===== config.mk =====
export PLATFORM = sky130hd
export DESIGN_NAME = regfile_mp_flat
export DESIGN_NICKNAME = d
export VERILOG_FILES = /design/src/rtl/regfile_mp_if.sv /design/src/rtl/regfile_mp.sv /design/src/flat_wrapper.sv
export SDC_FILE = /design/constraint.sdc
export NUM_CORES = 2
export LEC_CHECK = 0
export CAP_MARGIN = 10
export CORE_ASPECT_RATIO = 0.9
export CORE_UTILIZATION = 30
export DETAILED_ROUTE_END_ITERATION = 10
export GPL_TIMING_DRIVEN = 0
export PLACE_DENSITY = 0.47
export SYNTH_ARGS = -nofsm -noshare
export SYNTH_HDL_FRONTEND = slang
export SYNTH_SLANG_ARGS = --single-unit

===== constraint.sdc =====
create_clock -name Clock -period 6.6 [get_ports Clock]
set_input_delay 1.32 -clock Clock [delete_from_list [all_inputs] [get_ports Clock]]
set_output_delay 1.32 -clock Clock [all_outputs]
set_load 0.01 [all_outputs]

===== src/rtl/regfile_mp_if.sv =====
// regfile_mp_if: write, scoreboard and read bundle for regfile_mp.
// master = datapath/decode side, slave = register file.
interface regfile_mp_if #(
  parameter int DATA_W = 32,
  parameter int ADDR_W = 5,
  parameter int NREAD  = 2
);

  logic                    WrEn0;
  logic [ADDR_W-1:0]       WrAddr0;
  logic [DATA_W-1:0]       WrData0;
  logic                    WrEn1;
  logic [ADDR_W-1:0]       WrAddr1;
  logic [DATA_W-1:0]       WrData1;
  logic                    SetPend;
  logic [ADDR_W-1:0]       SetPendAddr;
  logic [NREAD*ADDR_W-1:0] ReadAddr;
  logic [NREAD*DATA_W-1:0] ReadData;
  logic [NREAD-1:0]        ReadPend;
  logic                    PendAny;

  modport master (
    output WrEn0,
    output WrAddr0,
    output WrData0,
    output WrEn1,
    output WrAddr1,
    output WrData1,
    output SetPend,
    output SetPendAddr,
    output ReadAddr,
    input  ReadData,
    input  ReadPend,
    input  PendAny
  );

  modport slave (
    input  WrEn0,
    input  WrAddr0,
    input  WrData0,
    input  WrEn1,
    input  WrAddr1,
    input  WrData1,
    input  SetPend,
    input  SetPendAddr,
    input  ReadAddr,
    output ReadData,
    output ReadPend,
    output PendAny
  );

endinterface


===== src/rtl/regfile_mp.sv =====
// regfile_mp: 2**ADDR_W x DATA_W register file, two write ports,
// NREAD combinational read ports, write bypass and pending scoreboard.
// Ports: Clock, Reset_n (async, active-low), bus (regfile_mp_if.slave):
//   WrEn/WrAddr/WrData 0,1 (port 1 has priority), SetPend/SetPendAddr,
//   ReadAddr -> ReadData/ReadPend per port, PendAny = OR of pend state.
module regfile_mp #(
  parameter int DATA_W   = 32,
  parameter int ADDR_W   = 5,
  parameter int NREAD    = 2,
  parameter int ZERO_REG = 1,
  parameter int BYPASS   = 1
) (
  input  logic         Clock,
  input  logic         Reset_n,
  regfile_mp_if.slave  bus
);

  localparam int DEPTH = 2 ** ADDR_W;
  localparam bit ZR    = (ZERO_REG != 0);
  localparam bit BP    = (BYPASS != 0);

  logic [DATA_W-1:0] regs_q [DEPTH];
  logic [DATA_W-1:0] regs_d [DEPTH];
  logic [DEPTH-1:0]  pend_q;
  logic [DEPTH-1:0]  pend_d;

  logic wr0_v;
  logic wr1_v;
  logic set_v;

  // Writes and claims aimed at a hard-wired zero register are dropped.
  assign wr0_v = bus.WrEn0 &
                 ~(ZR & (bus.WrAddr0 == '0));
  assign wr1_v = bus.WrEn1 &
                 ~(ZR & (bus.WrAddr1 == '0));
  assign set_v = bus.SetPend &
                 ~(ZR & (bus.SetPendAddr == '0));

  // Port 1 is applied after port 0 so it wins a collision;
  // the set is applied last so a fresh producer outlives a clear.
  always_comb begin
    regs_d = regs_q;
    pend_d = pend_q;
    if (wr0_v) begin
      regs_d[bus.WrAddr0] = bus.WrData0;
      pend_d[bus.WrAddr0] = 1'b0;
    end
    if (wr1_v) begin
      regs_d[bus.WrAddr1] = bus.WrData1;
      pend_d[bus.WrAddr1] = 1'b0;
    end
    if (set_v) begin
      pend_d[bus.SetPendAddr] = 1'b1;
    end
  end

  always_ff @(posedge Clock or negedge Reset_n) begin
    if (!Reset_n) begin
      for (int k = 0; k < DEPTH; k++) begin
        regs_q[k] <= '0;
      end
      pend_q <= '0;
    end else begin
      regs_q <= regs_d;
      pend_q <= pend_d;
    end
  end

  for (genvar i = 0; i < NREAD; i++) begin : g_rd
    logic [ADDR_W-1:0] ra;
    logic [DATA_W-1:0] rd;
    logic              rp;

    assign ra = bus.ReadAddr[i*ADDR_W +: ADDR_W];

    // Outputs are forced low while in reset so that a bypassed
    // write cannot leak through before the file is usable.
    always_comb begin
      rd = regs_q[ra];
      rp = pend_q[ra];
      if (ZR && (ra == '0)) begin
        rd = '0;
        rp = 1'b0;
      end else if (BP && wr1_v && (bus.WrAddr1 == ra)) begin
        rd = bus.WrData1;
        rp = 1'b0;
      end else if (BP && wr0_v && (bus.WrAddr0 == ra)) begin
        rd = bus.WrData0;
        rp = 1'b0;
      end
      if (!Reset_n) begin
        rd = '0;
        rp = 1'b0;
      end
    end

    assign bus.ReadData[i*DATA_W +: DATA_W] = rd;
    assign bus.ReadPend[i] = rp;
  end

  assign bus.PendAny = Reset_n & (|pend_q);

endmodule


===== src/flat_wrapper.sv =====
// flat-port wrapper written by rule: the top's interface ports become plain ports
module regfile_mp_flat 
#(
  parameter int DATA_W   = 32,
  parameter int ADDR_W   = 5,
  parameter int NREAD    = 2,
  parameter int ZERO_REG = 1,
  parameter int BYPASS   = 1
)
  (Clock, Reset_n, bus_WrEn0, bus_WrAddr0, bus_WrData0, bus_WrEn1, bus_WrAddr1, bus_WrData1, bus_SetPend, bus_SetPendAddr, bus_ReadAddr, bus_ReadData, bus_ReadPend, bus_PendAny);
  regfile_mp_if #(.DATA_W(DATA_W), .ADDR_W(ADDR_W), .NREAD(NREAD)) bus_i ();
  input  logic Clock;
  input  logic Reset_n;
  input wire logic [$bits(bus_i.WrEn0)-1:0] bus_WrEn0;
  input wire logic [$bits(bus_i.WrAddr0)-1:0] bus_WrAddr0;
  input wire logic [$bits(bus_i.WrData0)-1:0] bus_WrData0;
  input wire logic [$bits(bus_i.WrEn1)-1:0] bus_WrEn1;
  input wire logic [$bits(bus_i.WrAddr1)-1:0] bus_WrAddr1;
  input wire logic [$bits(bus_i.WrData1)-1:0] bus_WrData1;
  input wire logic [$bits(bus_i.SetPend)-1:0] bus_SetPend;
  input wire logic [$bits(bus_i.SetPendAddr)-1:0] bus_SetPendAddr;
  input wire logic [$bits(bus_i.ReadAddr)-1:0] bus_ReadAddr;
  output wire logic [$bits(bus_i.ReadData)-1:0] bus_ReadData;
  output wire logic [$bits(bus_i.ReadPend)-1:0] bus_ReadPend;
  output wire logic [$bits(bus_i.PendAny)-1:0] bus_PendAny;
  assign bus_i.WrEn0 = bus_WrEn0;
  assign bus_i.WrAddr0 = bus_WrAddr0;
  assign bus_i.WrData0 = bus_WrData0;
  assign bus_i.WrEn1 = bus_WrEn1;
  assign bus_i.WrAddr1 = bus_WrAddr1;
  assign bus_i.WrData1 = bus_WrData1;
  assign bus_i.SetPend = bus_SetPend;
  assign bus_i.SetPendAddr = bus_SetPendAddr;
  assign bus_i.ReadAddr = bus_ReadAddr;
  assign bus_ReadData = bus_i.ReadData;
  assign bus_ReadPend = bus_i.ReadPend;
  assign bus_PendAny = bus_i.PendAny;
  regfile_mp #(.DATA_W(DATA_W), .ADDR_W(ADDR_W), .NREAD(NREAD), .ZERO_REG(ZERO_REG), .BYPASS(BYPASS)) u_core (.Clock(Clock), .Reset_n(Reset_n), .bus(bus_i));
endmodule

[Word level (Yosys, flattened, before mapping)]
Index checks and enable logic that the tools add are counted.
Operators by class
  reductions and logical operators: 15
  shift-type cells: 0
  muxes and demuxes: 43
  order comparisons: 14
  bitwise gates (word level): 16
  divide/modulo/power cells: 0
  multiply operators: 0
  equal/unequal tests: 4
  add/subtract/negate cells: 0
Operators by type and width (count)
  1024-bit bitwise mux: 2
  1024-bit 2-to-1 mux: 2
  32-bit 2-to-1 mux: 17
  32-bit binary-select mux with 5-bit select: 2
  32-bit demux with 5-bit select: 2
  32-bit bitwise AND: 2
  32-bit inverter: 2
  32-bit bitwise OR: 1
  32-bit OR reduction: 1
  5-bit by 6-bit < comparator with 1-bit output, second input constant: 5
  5-bit logical NOT: 5
  6-bit >= comparator, second input constant: 4
  5-bit inverter with 6-bit output: 4
  5-bit == test: 4
  1-bit demux with 5-bit select: 3
  5-bit by 1-bit >= comparator with 1-bit output, second input constant: 3
  1-bit 2-to-1 mux: 13
  6-bit by 1-bit < comparator with 1-bit output, second input constant: 2
  1-bit binary-select mux with 5-bit select: 2
  1-bit logical AND: 9
  1-bit bitwise AND: 4
  1-bit inverter: 3
Word-level totals
  memory bits (read-only): 0
  memories kept: 0
  logic and storage cells: 125
  output and inout bits: 67
  register bits after elaboration: 1056
  bits in latches: 0
  memory bits (writable): 0
  bits of input ports: 94

[Depth between registers and ports, before layout]
  word-level depth: 11
  depth in mapped cells: 10
  gate-level depth less buffers: 6

[Least setup slack after synthesis]
No wires, ideal clock.
  kind: in2out
  from: in bus_ReadAddr[2]
  to: out bus_ReadData[0]
  buffers on the path: 4
  arrival time: 2.978 ns
  stages: 7
  data required time: 5.280 ns
  path slack: 2.302 ns
  cells stage by stage: buf_2 buf_4 buf_4 clkbuf_1 mux4_2 a2111oi_2 o31ai_1
Between the ends
  longest elaborated chain between the ends: 8
  elaborated cells on any way between the ends: 13
  those cells by class: eq/ne (2); mux (7); bitwise (1); reduce/logical (3)
RTL lines
  start: declaration: line flat_wrapper.sv:22  | input wire logic [$bits(bus_i.ReadAddr)-1:0] bus_ReadAddr;
  5-bit inverter with 6-bit output (not written as such): line regfile_mp.sv:79  | rd = regs_q[ra];
  32-bit binary-select mux with 5-bit select: line regfile_mp.sv:79
  32-bit 2-to-1 mux (not written as such) (2 in series): line regfile_mp.sv:79
  32-bit 2-to-1 mux: line regfile_mp.sv:87  | end else if (BP && wr0_v && (bus.WrAddr0 == ra)) begin
  32-bit 2-to-1 mux: line regfile_mp.sv:84  | end else if (BP && wr1_v && (bus.WrAddr1 == ra)) begin
  32-bit 2-to-1 mux *: line regfile_mp.sv:81  | if (ZR && (ra == '0)) begin
  32-bit 2-to-1 mux *: line regfile_mp.sv:91  | if (!Reset_n) begin
  end: declaration: line flat_wrapper.sv:23  | output wire logic [$bits(bus_i.ReadData)-1:0] bus_ReadData;
Every way passes the cells marked *; elsewhere a longest branch is shown, timed or not. The select of a mux whose other input is x is not followed.

[Worst setup path in the final report]
  from: in bus_ReadAddr[5]
  to: out bus_ReadData[54]
The elaborated chain is that of the path after synthesis.

==> impl_metrics.yaml <==
timing:
  setup_viol: 39
  finalWorstSetupSlack_ns: -0.213
  period_share_pct: 103
  hold_violations: 0
  slew_headroom_pct: -4.08
  fin_setup_tns_ns: -3.41
  hold_ws_ns: 0.393
  rsz0062_at_grt: "yes"
  period_minus_slack_ns: 6.81
  fin_skew_ns: 0
  slew_viol_final: 33
  worstMarginPinSlew_ns: 1.56
  clock.fmax_mhz: 147
detailed_routing:
  wirelength_mm: 450
  drcViolationCount: 0
  drt-wirelength-per-cell_um: 42.7
  vias: 67037
  first_pass_iters: 9
  viasPerCell: 6.37
  drtIter0Drc: 10914
  postRouteAntennaNets: 0
grt:
  overflow: 0
  antenna_found_initial: 45
  grt_max_degree: 158
  grt_use_total_pct: 38.4
  grt_pass1_wl_mm: 584
  grt_pass1_vias: 62569
clocking:
  clock-sinks: 1056
  holdBufCountCts: 0
  cts_buffer_depth: 3
  clkLatencyLatePin_ns: 0.83
  htree_levels: 4
  cts-root-buf: "clkbuf_16"
  numCtsBuffers: 133
  cts_tree: "done"
  clk_pin_slew_worst_paths_ns: 0.06
placement:
  place.port_buffers: 91
  dpl.hpwl_mm: 316
  gp_congestion: 1.03
  dpl_cell_area_um2: 73500
logic_synthesis:
  synth_edf_count: 0
  async_flop_share_pct: 100
  synth_compound_area_share_pct: 15.1
  synthSimpleGateAreaFrac_pct: 9.22
  yosysMostFrequentCell: "mux2i_1"
  synth-seq-area-share_pct: 38.9
  synth_common_cells: "mux2i_1 (1745), dfrtp_1 (1056), a21oi_1 (746)"
  synth_cell_types: 60
  synthTopCellsByArea: "dfrtp_1 (39%), mux2i_1 (26%), a21oi_1 (5.5%)"
  synth_seq_cells: 1056
  ys_warn_count: 0
  synth_top_family_by_area: "multiplexers"
  yosysTopAreaCell: "dfrtp_1"
  synth_fa_ha_area_share_pct: 0
  avgSynthCellArea_um2: 9.59
  yosysTopAreaCellShare_pct: 38.9
  synthCells: 7085
  synth_mux_area_share_pct: 30.5
  netlist_area_um2: 67900
  synth_nets: 7179
  synth_xor_area_share_pct: 0.258
  synth-main-ff-cell: "dfrtp_1"
floorplan:
  rows: 165
  fp.dieW_um: 504
  die-area_um2: 228000
  start_util_pct: 30.2
  boundaryPins: 161
  core_um2: 225000
  die_h_um: 453
cells_and_area:
  layout.nets: 7476
  fill_cells: 23191
  fin_util_pct: 35.0
  area_delta_synth_final_pct: 15.7
  drive_above_1_share_pct: 11.8
  design_area_um2: 78600
job:
  cap_violations: 4
critical_path:
  critPathRequiredTime_ns: 5.28
  critPathLaunchType: "primary input"
  path_class: "in2out"
  crit_path_end_kind: "output port"
  crit_fanout: 10
  rrSetupSlack_ns: 5.66
  critPathArrivalTime_ns: 5.49
min_path:
  min_path_type: "in2async"
power:
  leakagePower_nw: 35.2
  vdd_ir_drop_max_uv: 303
  power.density_nw_per_um2: 302
status:
  violations: "max-capacitance violations, max-slew violations, negative setup slack"
  outcome: "finished with violations"
[power breakdown]
part | total (mW) | switching [mW] | internal (mW)
clock | 7.76 | 3.42 | 4.34
combinational | 6.27 | 3.54 | 2.72
sequential | 9.69 | 1.52 | 8.17
[per-layer routing]
metal	up-vias	track usage [%]	part of all wire, %
met5	-	1.30	0.16
li1	26124	-	-
met1	34007	48.6	39
met2	5525	52.4	40
met3	1351	15.7	13
met4	30	26.5	8.1
[critical path, stage by stage]
cell and delay, ns:
dlygate4sd2_1 0.52, buf_4 0.39, nor2b_1 0.18, buf_2 0.41, clkbuf_1 0.79, a22oi_1 0.21, nand2_1 0.23, o22ai_1 0.12
nor4_2 0.56, o31ai_4 0.19, clkdlybuf4s50_1 0.54
[sequential cells by signal, summed over array words and instances (netlist names)]
| name | cells |
|---|---|
| u_core.regs_q | 1024 |
| u_core.pend_q | 32 |
[what timing repair did]
action / in CTS / in global routing
endpoints found under the setup margin: 66 / 17
gates cloned: 2 / 0
setup buffers: 16 / 0
pin swaps: 6 / 1
gates resized for setup: 76 / 6
[through the flow]
step | worst slack [ns] | instances | power, mW
after floorplan | 2.30 | 7085 | 13.2
after global placement | -49.97 | 10182 | 15.5
after detailed placement | -0.986 | 10229 | 15.7
after CTS | 0.00540 | 10479 | 23.4
after global routing | -0.000803 | 10498 | 24.4
final | -0.213 | 10517 | 23.7
[cells in the final DEF, fill, tap and decap left out, drive strengths merged, types with 12 or more instances in the layout]
cell / count
clkinv: 26
nor2: 755
nor4: 43
nand3: 31
clkbuf: 711
mux4: 142
diode: 29
a22oi: 255
a2111oi: 31
buf: 450
o22ai: 195
a211o: 62
xor2: 14
nor2b: 43
o21ai: 329
a32o: 15
nor3: 12
nand2b: 12
o31ai: 65
mux2i: 1745
dfrtp: 1056
a21oi: 746
nand2: 562
clkdlybuf4s50: 86
inv: 15
[area by class of cell]
| cell class | count | area (um^2) | share of cell area, % |
|---|---|---|---|
| Multi-Input combinational cell | 5128 | 37600 | 47.8 |
| Sequential cell | 1056 | 26400 | 33.6 |
| Buffer | 886 | 4110 | 5.23 |
| Clock buffer | 200 | 3960 | 5.04 |
| Tap cell | 3006 | 3760 | 4.79 |
| Timing Repair Buffer | 167 | 2180 | 2.77 |
| Clock inverter | 35 | 444 | 0.565 |
| Antenna cell | 29 | 72.6 | 0.0923 |
| Inverter | 10 | 37.5 | 0.0478 |
[logic make-up after synthesis]
kind of cell / Yosys count
xor+xnor: 20
simple gates: 1505
compound gates: 1711
mux: 1892
buf+inv: 901
flops: 1056
[final timing paths]
kind,from,endpoint,depth (start not counted)
worst max register to register,u_core.regs_q[324],u_core.regs_q[324],2
worst min register to register,u_core.regs_q[1015],u_core.regs_q[1015],1
worst max-delay path,bus_ReadAddr[5],bus_ReadData[54],11
max in group asynchronous,Reset_n,u_core.regs_q[242],4
min in group Clock,u_core.regs_q[1015],u_core.regs_q[1015],1
worst min-delay path,Reset_n,u_core.regs_q[646],1
No activity file was read; power rests on OpenSTA's default activity.
